**src/rtl/scaler_chain_pkg.sv**
```systemverilog
// Shared timer constants and helpers for the scaler divider chain.
package scaler_chain_pkg;

  localparam int SCALER_NSTAGES_DEFAULT = 16;
  localparam int SCALER_STALL_DEFAULT   = 64;

  // Wide enough to hold STALL_LIMIT itself, since the counter saturates there.
  function automatic int stall_cnt_width(input int stall_limit);
    return $clog2(stall_limit + 1);
  endfunction

endpackage

```
**src/rtl/scaler_stall_monitor.sv**
```systemverilog
// Raises SCAFAL when FS01 has shown no edge for STALL_LIMIT clocks; any edge clears it.
module scaler_stall_monitor
  import scaler_chain_pkg::*;
#(
  parameter int STALL_LIMIT = SCALER_STALL_DEFAULT
) (
  input  logic SIM_CLK,
  input  logic SIM_RST,
  input  logic fs01_edge,
  output logic SCAFAL
);

  localparam int             CNT_W = stall_cnt_width(STALL_LIMIT);
  localparam logic [CNT_W-1:0] LIMIT = CNT_W'(STALL_LIMIT);

  logic [CNT_W-1:0] stall_cnt_q, stall_cnt_d;
  logic             scafal_q, scafal_d;

  always_comb begin
    stall_cnt_d = stall_cnt_q;
    scafal_d    = scafal_q;
    if (fs01_edge) begin
      stall_cnt_d = '0;
      scafal_d    = 1'b0;
    end else begin
      if (stall_cnt_q != LIMIT) begin
        stall_cnt_d = stall_cnt_q + CNT_W'(1);
      end
      if (stall_cnt_d == LIMIT) begin
        scafal_d = 1'b1;
      end
    end
  end

  always_ff @(posedge SIM_CLK) begin
    if (SIM_RST) begin
      stall_cnt_q <= '0;
      scafal_q    <= 1'b0;
    end else begin
      stall_cnt_q <= stall_cnt_d;
      scafal_q    <= scafal_d;
    end
  end

  assign SCAFAL = scafal_q;

endmodule

```
**src/rtl/scaler_chain.sv**
```systemverilog
// Binary divider chain FS02..FS(NSTAGES+1) clocked by FS01 falling edges,
// with per-stage rise/fall pulses and an FS01 stall alarm.
module scaler_chain
  import scaler_chain_pkg::*;
#(
  parameter int NSTAGES     = SCALER_NSTAGES_DEFAULT,
  parameter int STALL_LIMIT = SCALER_STALL_DEFAULT
) (
  input  logic               SIM_CLK,
  input  logic               SIM_RST,
  input  logic               FS01,
  input  logic               SCLR,
  output logic [NSTAGES-1:0] FS,
  output logic [NSTAGES-1:0] FA,
  output logic [NSTAGES-1:0] FB,
  output logic               SCAFAL
);

  logic               fs01_q;
  logic               fs01_fall;
  logic               fs01_edge;
  logic [NSTAGES-1:0] cnt_q, cnt_d, cnt_inc;
  logic [NSTAGES-1:0] fa_q, fa_d, fb_q, fb_d;
  logic [NSTAGES-1:0] stage_rise, stage_fall;

  assign fs01_fall = fs01_q & ~FS01;
  assign fs01_edge = fs01_q ^ FS01;
  assign cnt_inc   = cnt_q + NSTAGES'(1);

  // A stage rises/falls on increment exactly where its bit flips 0->1 / 1->0.
  generate
    for (genvar gi = 0; gi < NSTAGES; gi++) begin : g_stage
      assign stage_rise[gi] = ~cnt_q[gi] &  cnt_inc[gi];
      assign stage_fall[gi] =  cnt_q[gi] & ~cnt_inc[gi];
    end
  endgenerate

  always_comb begin
    cnt_d = cnt_q;
    fa_d  = '0;
    fb_d  = '0;
    // Clear wins over a coincident fall; that fall is deliberately dropped.
    if (SCLR) begin
      cnt_d = '0;
    end else if (fs01_fall) begin
      cnt_d = cnt_inc;
      fa_d  = stage_rise;
      fb_d  = stage_fall;
    end
  end

  always_ff @(posedge SIM_CLK) begin
    if (SIM_RST) begin
      fs01_q <= 1'b0;
      cnt_q  <= '0;
      fa_q   <= '0;
      fb_q   <= '0;
    end else begin
      fs01_q <= FS01;
      cnt_q  <= cnt_d;
      fa_q   <= fa_d;
      fb_q   <= fb_d;
    end
  end

  scaler_stall_monitor #(
    .STALL_LIMIT(STALL_LIMIT)
  ) u_stall (
    .SIM_CLK  (SIM_CLK),
    .SIM_RST  (SIM_RST),
    .fs01_edge(fs01_edge),
    .SCAFAL   (SCAFAL)
  );

  assign FS = cnt_q;
  assign FA = fa_q;
  assign FB = fb_q;

endmodule

```
**config.mk**
```make
export PLATFORM = sky130hd
export DESIGN_NAME = scaler_chain
export DESIGN_NICKNAME = d
export VERILOG_FILES = /design/src/rtl/scaler_chain_pkg.sv /design/src/rtl/scaler_stall_monitor.sv /design/src/rtl/scaler_chain.sv
export SDC_FILE = /design/constraint.sdc
export NUM_CORES = 1
export LEC_CHECK = 0
export ABC_AREA = 1
export CORE_ASPECT_RATIO = 0.9
export CORE_UTILIZATION = 55
export CTS_CLUSTER_SIZE = 14
export DETAILED_ROUTE_END_ITERATION = 7
export MAX_ROUTING_LAYER = met4
export PLACE_DENSITY = 0.92
export SETUP_SLACK_MARGIN = 0.2
export SKIP_LAST_GASP = 1
export SLEW_MARGIN = 20
export SYNTH_ARGS = -nofsm -noshare
export SYNTH_HDL_FRONTEND = slang
export SYNTH_HIERARCHICAL = 1
export SYNTH_SLANG_ARGS = --single-unit
```
**constraint.sdc**
```tcl
create_clock -name SIM_CLK -period 3.04 [get_ports SIM_CLK]
set_input_delay 0.456 -clock SIM_CLK [delete_from_list [all_inputs] [get_ports SIM_CLK]]
set_output_delay 0.456 -clock SIM_CLK [all_outputs]
set_load 0.005 [all_outputs]
```
==> metrics.txt, run 1 <==
TritonCTS Buffers=9; cell area after synthesis=between 0.002 and 0.003 mm2; Worst R2R Path Depth=8; GP Congestion=0.852; TritonCTS clock tree=done; Worst path max stage delay=0.49 ns; Most Frequent Cell on Critical Path=nand2_1; initial antenna violation count=0; Worst-path clk slew=0.06 ns; vias per cell=4.73; GRT Util Overall=approximately a quarter; H-tree Lvls=3; Post-Syn Instances=~330; critical path's top delay family=simple AND/OR/NAND/NOR gates; worst hold slack=0.463 ns; overall routed net length=~5300 um; Layout fillers=320; Hold Crit Depth=2; Hold Buf Count CTS=0; pre-CTS WS=just under 1 ns; synth unique cells=22; Critical Path Start Type=flip-flop; share of layout cells above drive strength 1=9.59%; Seq/Total Area, Yosys=43.2%; slowest CP cell=dfxtp_1; FF-to-FF End=FS[14]; Worst Hold Class=flip-flop to flip-flop; GR Overflow Total=0; Area growth, synth to finish=29.4%; pin count of the biggest net entering global routing=33; hold worst-path end=u_stall/SCAFAL; Final Max Tran Viols=0; Syn Nets=364; most common cell after layout, fill and taps aside=nor2_1; post_cts resized=0; count of final setup violators=0; Fmax=roughly 500 MHz; number of diodes=0; vias in the first global route=2042; Rows=23; worst slew pin tran=0.453 ns; crit-path cells=ha_1, nand2_1, nor2_1, nand2_1, nor2_1, ha_1, nand2_1, nor3b_1; max-cap violation count=0; Core ar.=0.00452 mm2; Setup crit start=FS[0]; final worst setup slack=~0.99 ns; RSZ-0062 raised after global routing=false; Final period util=about two thirds; r2r setup slk=0.99 ns; Port Buffers=52; Pleak=0.00137 uW; critical path type=flip-flop to flip-flop; nets=419; skew final=0.00759 ns; io pins=53; dpl hpwl=3580 um; Power Dens Cells=475 mW/mm2; Die X=75.0 um; Skew-Pair Late Insertion Delay=0.34 ns; Max transition margin=69.7%; critical path peak fanout=7; VDD IR-drop max=about 0.44 mV; die area=0.00508 mm2; 1st-pass router iterations=4; Synth Warn #=6; min Tclk post-route=2.05 ns; via total after detailed routing=2117; Initial DRC Count=153; synthesized area per cell=8.10 um2; average wire per standard cell=11.8 um; Buffers & Inverters on Critical Path=0; Post-CTS Setup Bufs=0; status=finished clean; clock sinks=57; clk root buf=clkbuf_8; Initial Util=58.4%; CP endpoint kind=flip-flop; Multi-input gate area=0.00118 mm2; min-delay src=u_stall/SCAFAL; most frequent cells in the layout=76 x nor2_1, 66 x inv_1, 57 x dfxtp_1, 52 x clkdlybuf4s50_1, 46 x nand2_1; DRC viols=0; maximum clock path buffer count=2; #FFs+latches synth=between 50 and 60; Req. time, crit path=3.30 ns; Routed Antenna Nets=0; Worst Path Arrival=approximately 2.3 ns; reg2reg start=FS[0]; first-pass GRT wire length=8590 um; Final Hold Viols=0; Die Y=67.7 um; Reg area=0.00114 mm2; setup TNS=0 ns; Final Util=75.6%
==> cell type report <==
| cell class | count | share of cell area, % |
|---|---|---|
| multi-input combinational | 191 | 34.5 |
| sequential | 57 | 33.4 |
| timing repair buffer | 54 | 15.7 |
| inverter | 68 | 7.47 |
| clock buffer | 11 | 4.43 |
| clock inverter | 5 | 2.27 |
| tap | 62 | 2.27 |
==> Yosys cell counts, drive strengths merged <==
cell type | number | area (um2)
ha | 34 | 425
nand4 | 2 | 12.5
inv | 68 | 255
nand2 | 47 | 179
a21oi | 2 | 13.8
buf | 9 | 61.3
clkbuf | 1 | 3.75
nor2 | 79 | 304
xor2 | 3 | 26.3
dfxtp | 57 | 1140
nor3b | 15 | 158
nand3 | 7 | 45.0
or2 | 1 | 6.26
xnor2 | 1 | 8.76
==> state kept, by name (all words and copies together), names as in the netlist <==
register,count
FA,16
FB,16
FS,16
fs01_q,1
u_stall/SCAFAL,1
u_stall/stall_cnt_q,7
==> cells by family after synthesis <==
logic type	count (synthesis)	synth area share (%)
simple gates	151	26.7
flops	57	43.2
xor+xnor	4	1.33
fa+ha+maj	34	16.1
buf+inv	78	12.1
compound gates	2	0.521
==> how the worst max path moves through the flow <==
stage,end,slack [ns],cells after the start
3_5_place_dp,FB[1],0.99,7
2_1_floorplan,FS[14],1.42,8
4_1_cts,FS[14],1.04,8
3_3_place_gp,FB[14],1.07,7
5_1_grt,FS[12],0.91,8
6_report,FS[14],0.99,8
==> metrics by stage <==
step / cell area [um2] / std cells / power (uW)
floorplan: 2640 / 326 / 825
global placement: 3190 / 432 / 843
detailed placement: 3190 / 432 / 847
CTS: 3420 / 448 / 1640
global route: 3420 / 448 / 1680
finish: 3420 / 448 / 1620
==> worst min-delay path: stages, from the launching register on <==
cell	delay, ns
dfxtp_1	0.31
inv_1	0.06
a21oi_2	0.05
==> power by group <==
group / switching [uW] / internal, uW
registers: 10.6 / 755
logic: 36.1 / 29.4
clock network: 291 / 502
==> metal layers <==
metal	vias up	GRT usage, %	wire, um
met1	977	22.4	2010
met4	0	13.0	137
met3	15	9.85	330
li1	1062	-	-
met2	63	44.5	2790
met5	-	-	0
Power figures use the tool's default switching activity.
==> run 2, diff against run 1 <==
- CORE_UTILIZATION: 55 -> 46
- PLACE_DENSITY: 0.92 -> 0.82
- clock period: 3.04 -> 1.8 ns (I/O delays scaled with it)
==> run 2 against run 1 <==
Compared with the run above: die area grew 19%; largest power group is now registers; first-iteration DRC count shrank 40%; clock power grew 32%; global-route usage shrank 6.1 points; combinational power grew 77%; sequential power grew 69%; routed wire length shrank 9.2%; final area grew 2.5%.
==> metrics.txt, run 2 (synthesis gave the netlist of run 1 again) <==
status=finished clean (unchanged); io pins=53 (unchanged); most frequent cells in the layout=70 x nor2_1, 66 x inv_1, 50 x clkdlybuf4s50_1, 44 x dfxtp_1, 43 x nand2_1 (was 76 x nor2_1, 66 x inv_1, 57 x dfxtp_1, 52 x clkdlybuf4s50_1, 46 x nand2_1); via total after detailed routing=2029 (was 2117); Port Buffers=52 (unchanged); critical path type=flip-flop to primary output (was flip-flop to flip-flop); skew final=0.00419 ns (was 0.00759 ns); FF-to-FF End=FS[12] (was FS[14]); Die X=81.9 um (was 75.0 um); Hold Crit Depth=2 (unchanged); r2r setup slk=0.30 ns (was 0.99 ns); vias in the first global route=1910 (was 2042); GP Congestion=0.791 (was 0.852); nets=425 (was 419); Worst Path Arrival=1.26 ns (was 2.32 ns); Worst R2R Path Depth=8 (unchanged); overall routed net length=4790 um (was 5270 um); VDD IR-drop max=0.505 mV (was 0.437 mV); min-delay src=u_stall/SCAFAL (unchanged); Initial DRC Count=92 (was 153); Initial Util=49.1% (was 58.4%); GR Util met1=19.8% (was 22.4%); Critical Path Start Type=flip-flop (unchanged); global routing usage on met3=7.95% (was 9.85%); Pleak=0.00143 uW (was 0.00137 uW); most common cell after layout, fill and taps aside=nor2_1 (unchanged); slowest CP cell=clkdlybuf4s50_1 (was dfxtp_1); H-tree Lvls=3 (unchanged); Fmax=653 MHz; Hold Buf Count CTS=0 (unchanged); GRT Max-Usage Layer=met2 (unchanged); 1st-pass router iterations=4 (unchanged); hold worst-path end=u_stall/SCAFAL (unchanged); Power Dens Cells=701 mW/mm2 (was 475 mW/mm2); clk root buf=clkbuf_8 (unchanged); count of final setup violators=0 (unchanged); GRT Util Overall=18.7% (was 24.7%); share of layout cells above drive strength 1=16.6% (was 9.59%); crit-path cells=clkdlybuf4s50_1 (was ha_1, nand2_1, nor2_1, nand2_1, nor2_1, ha_1, nand2_1, nor3b_1); Multi-input gate area=0.00122 mm2 (was 0.00118 mm2); Final Hold Viols=0 (unchanged); Worst-path clk slew=0.06 ns (about the same); GR Overflow Total=0 (unchanged); Req. time, crit path=1.53 ns (was 3.30 ns); critical path peak fanout=5 (was 7); Final Util=65.1% (was 75.6%); Reg area=0.00116 mm2 (was 0.00114 mm2); setup TNS=0 ns (unchanged); Area growth, synth to finish=32.7% (was 29.4%); number of diodes=0 (unchanged); Worst Hold Class=flip-flop to flip-flop (unchanged); Skew-Pair Late Insertion Delay=0.33 ns (was 0.34 ns); CP endpoint kind=primary output (was flip-flop); pre-CTS WS=0.0913 ns (was 0.988 ns); first-pass GRT wire length=8070 um (was 8590 um); max-cap violation count=0 (unchanged); worst slew pin tran=0.420 ns (was 0.453 ns); final worst setup slack=0.269 ns (was 0.985 ns); TritonCTS clock tree=done (unchanged); Core ar.=0.00538 mm2 (was 0.00452 mm2); Layout fillers=444 (was 320); Buffers & Inverters on Critical Path=1 (was 0); DRC viols=0 (unchanged); RSZ-0062 raised after global routing=true (was false); clock sinks=57 (unchanged); dpl hpwl=3450 um (was 3580 um); average wire per standard cell=10.4 um (was 11.8 um); Final period util=85.0%; min Tclk post-route=roughly 1.5 ns; die area=0.00605 mm2 (was 0.00508 mm2); maximum clock path buffer count=2 (unchanged); vias per cell=4.43 (was 4.73); initial antenna violation count=0 (unchanged); TritonCTS Buffers=9 (unchanged); Worst path max stage delay=0.54 ns (was 0.49 ns); Rows=25 (was 23); Final Max Tran Viols=0 (unchanged); Routed Antenna Nets=0 (unchanged); Max transition margin=71.9% (was 69.7%); Die Y=73.9 um (was 67.7 um); pin count of the biggest net entering global routing=33 (unchanged); met2 track demand over resource=30.5% (was 44.5%); critical path's top delay family=buffers and inverters (was simple AND/OR/NAND/NOR gates); reg2reg start=FS[0] (unchanged)
==> run 2: changes by cell type in the layout (fill, tap and decap cells not counted), moves of 3 or more <==
cell,previous run,this run
nor2_2,3,7
nor2_1,76,70
nand2_1,46,43
nand2_2,1,4
buf_4,2,7
dfxtp_1,57,44
dfxtp_2,0,11
==> run 2: report_power, final <==
part	internal, uW	total [uW]	leakage (uW)	switching (uW)
clock	596	1050	0.0000980	455
sequential	1270	1290	0.000467	16.4
combinational	54.3	116	0.000866	61.9
==> run 2: metrics by stage <==
step | hold slack (ns) | instances | area, um2 | total power [uW]
finish | 0.459 | 458 | 3500 | 2460
global route | 0.472 | 458 | 3500 | 2570
floorplan | 0.342 | 326 | 2640 | 1390
detailed placement | 0.453 | 441 | 3240 | 1430
CTS | 0.464 | 456 | 3430 | 2500
global placement | 0.449 | 441 | 3240 | 1430
==> run 2: timing repair <==
action | in CTS | in global routing
endpoints found under the hold margin | 0 | 0
endpoints found under the setup margin | 12 | 26
setup buffers | 0 | 2
pin swaps | 0 | 2
resized for setup | 8 | 21
==> run 2: cell type report <==
cell class | instances | area share (%)
clock buffer | 12 | 4.71
clock inverter | 3 | 0.429
inverter | 68 | 7.29
multi-input combinational | 191 | 34.9
sequential | 57 | 33.2
tap | 67 | 2.39
timing repair buffer | 60 | 17.1
==> run 2: worst max path at each step <==
| stage | depth (start not counted) | from | to | slack [ns] |
|---|---|---|---|---|
| after detailed placement | 8 | FS[1] | FS[12] | 0.09 |
| after global routing | 7 | FS[2] | FS[13] | 0.18 |
| after global placement | 6 | FS01 | u_stall/stall_cnt_q[0] | 0.19 |
| after floorplan | 8 | FS[1] | FS[14] | 0.23 |
| after CTS | 8 | FS[0] | FS[12] | 0.19 |
| final | 1 | FS[14] | FS[14] | 0.27 |
==> run 2: per-layer routing <==
metal	part of all wire, %	up-vias
li1	-	1076
met1	43	892
met2	50	57
met3	5.9	4
met4	1.1	0
met5	0	-
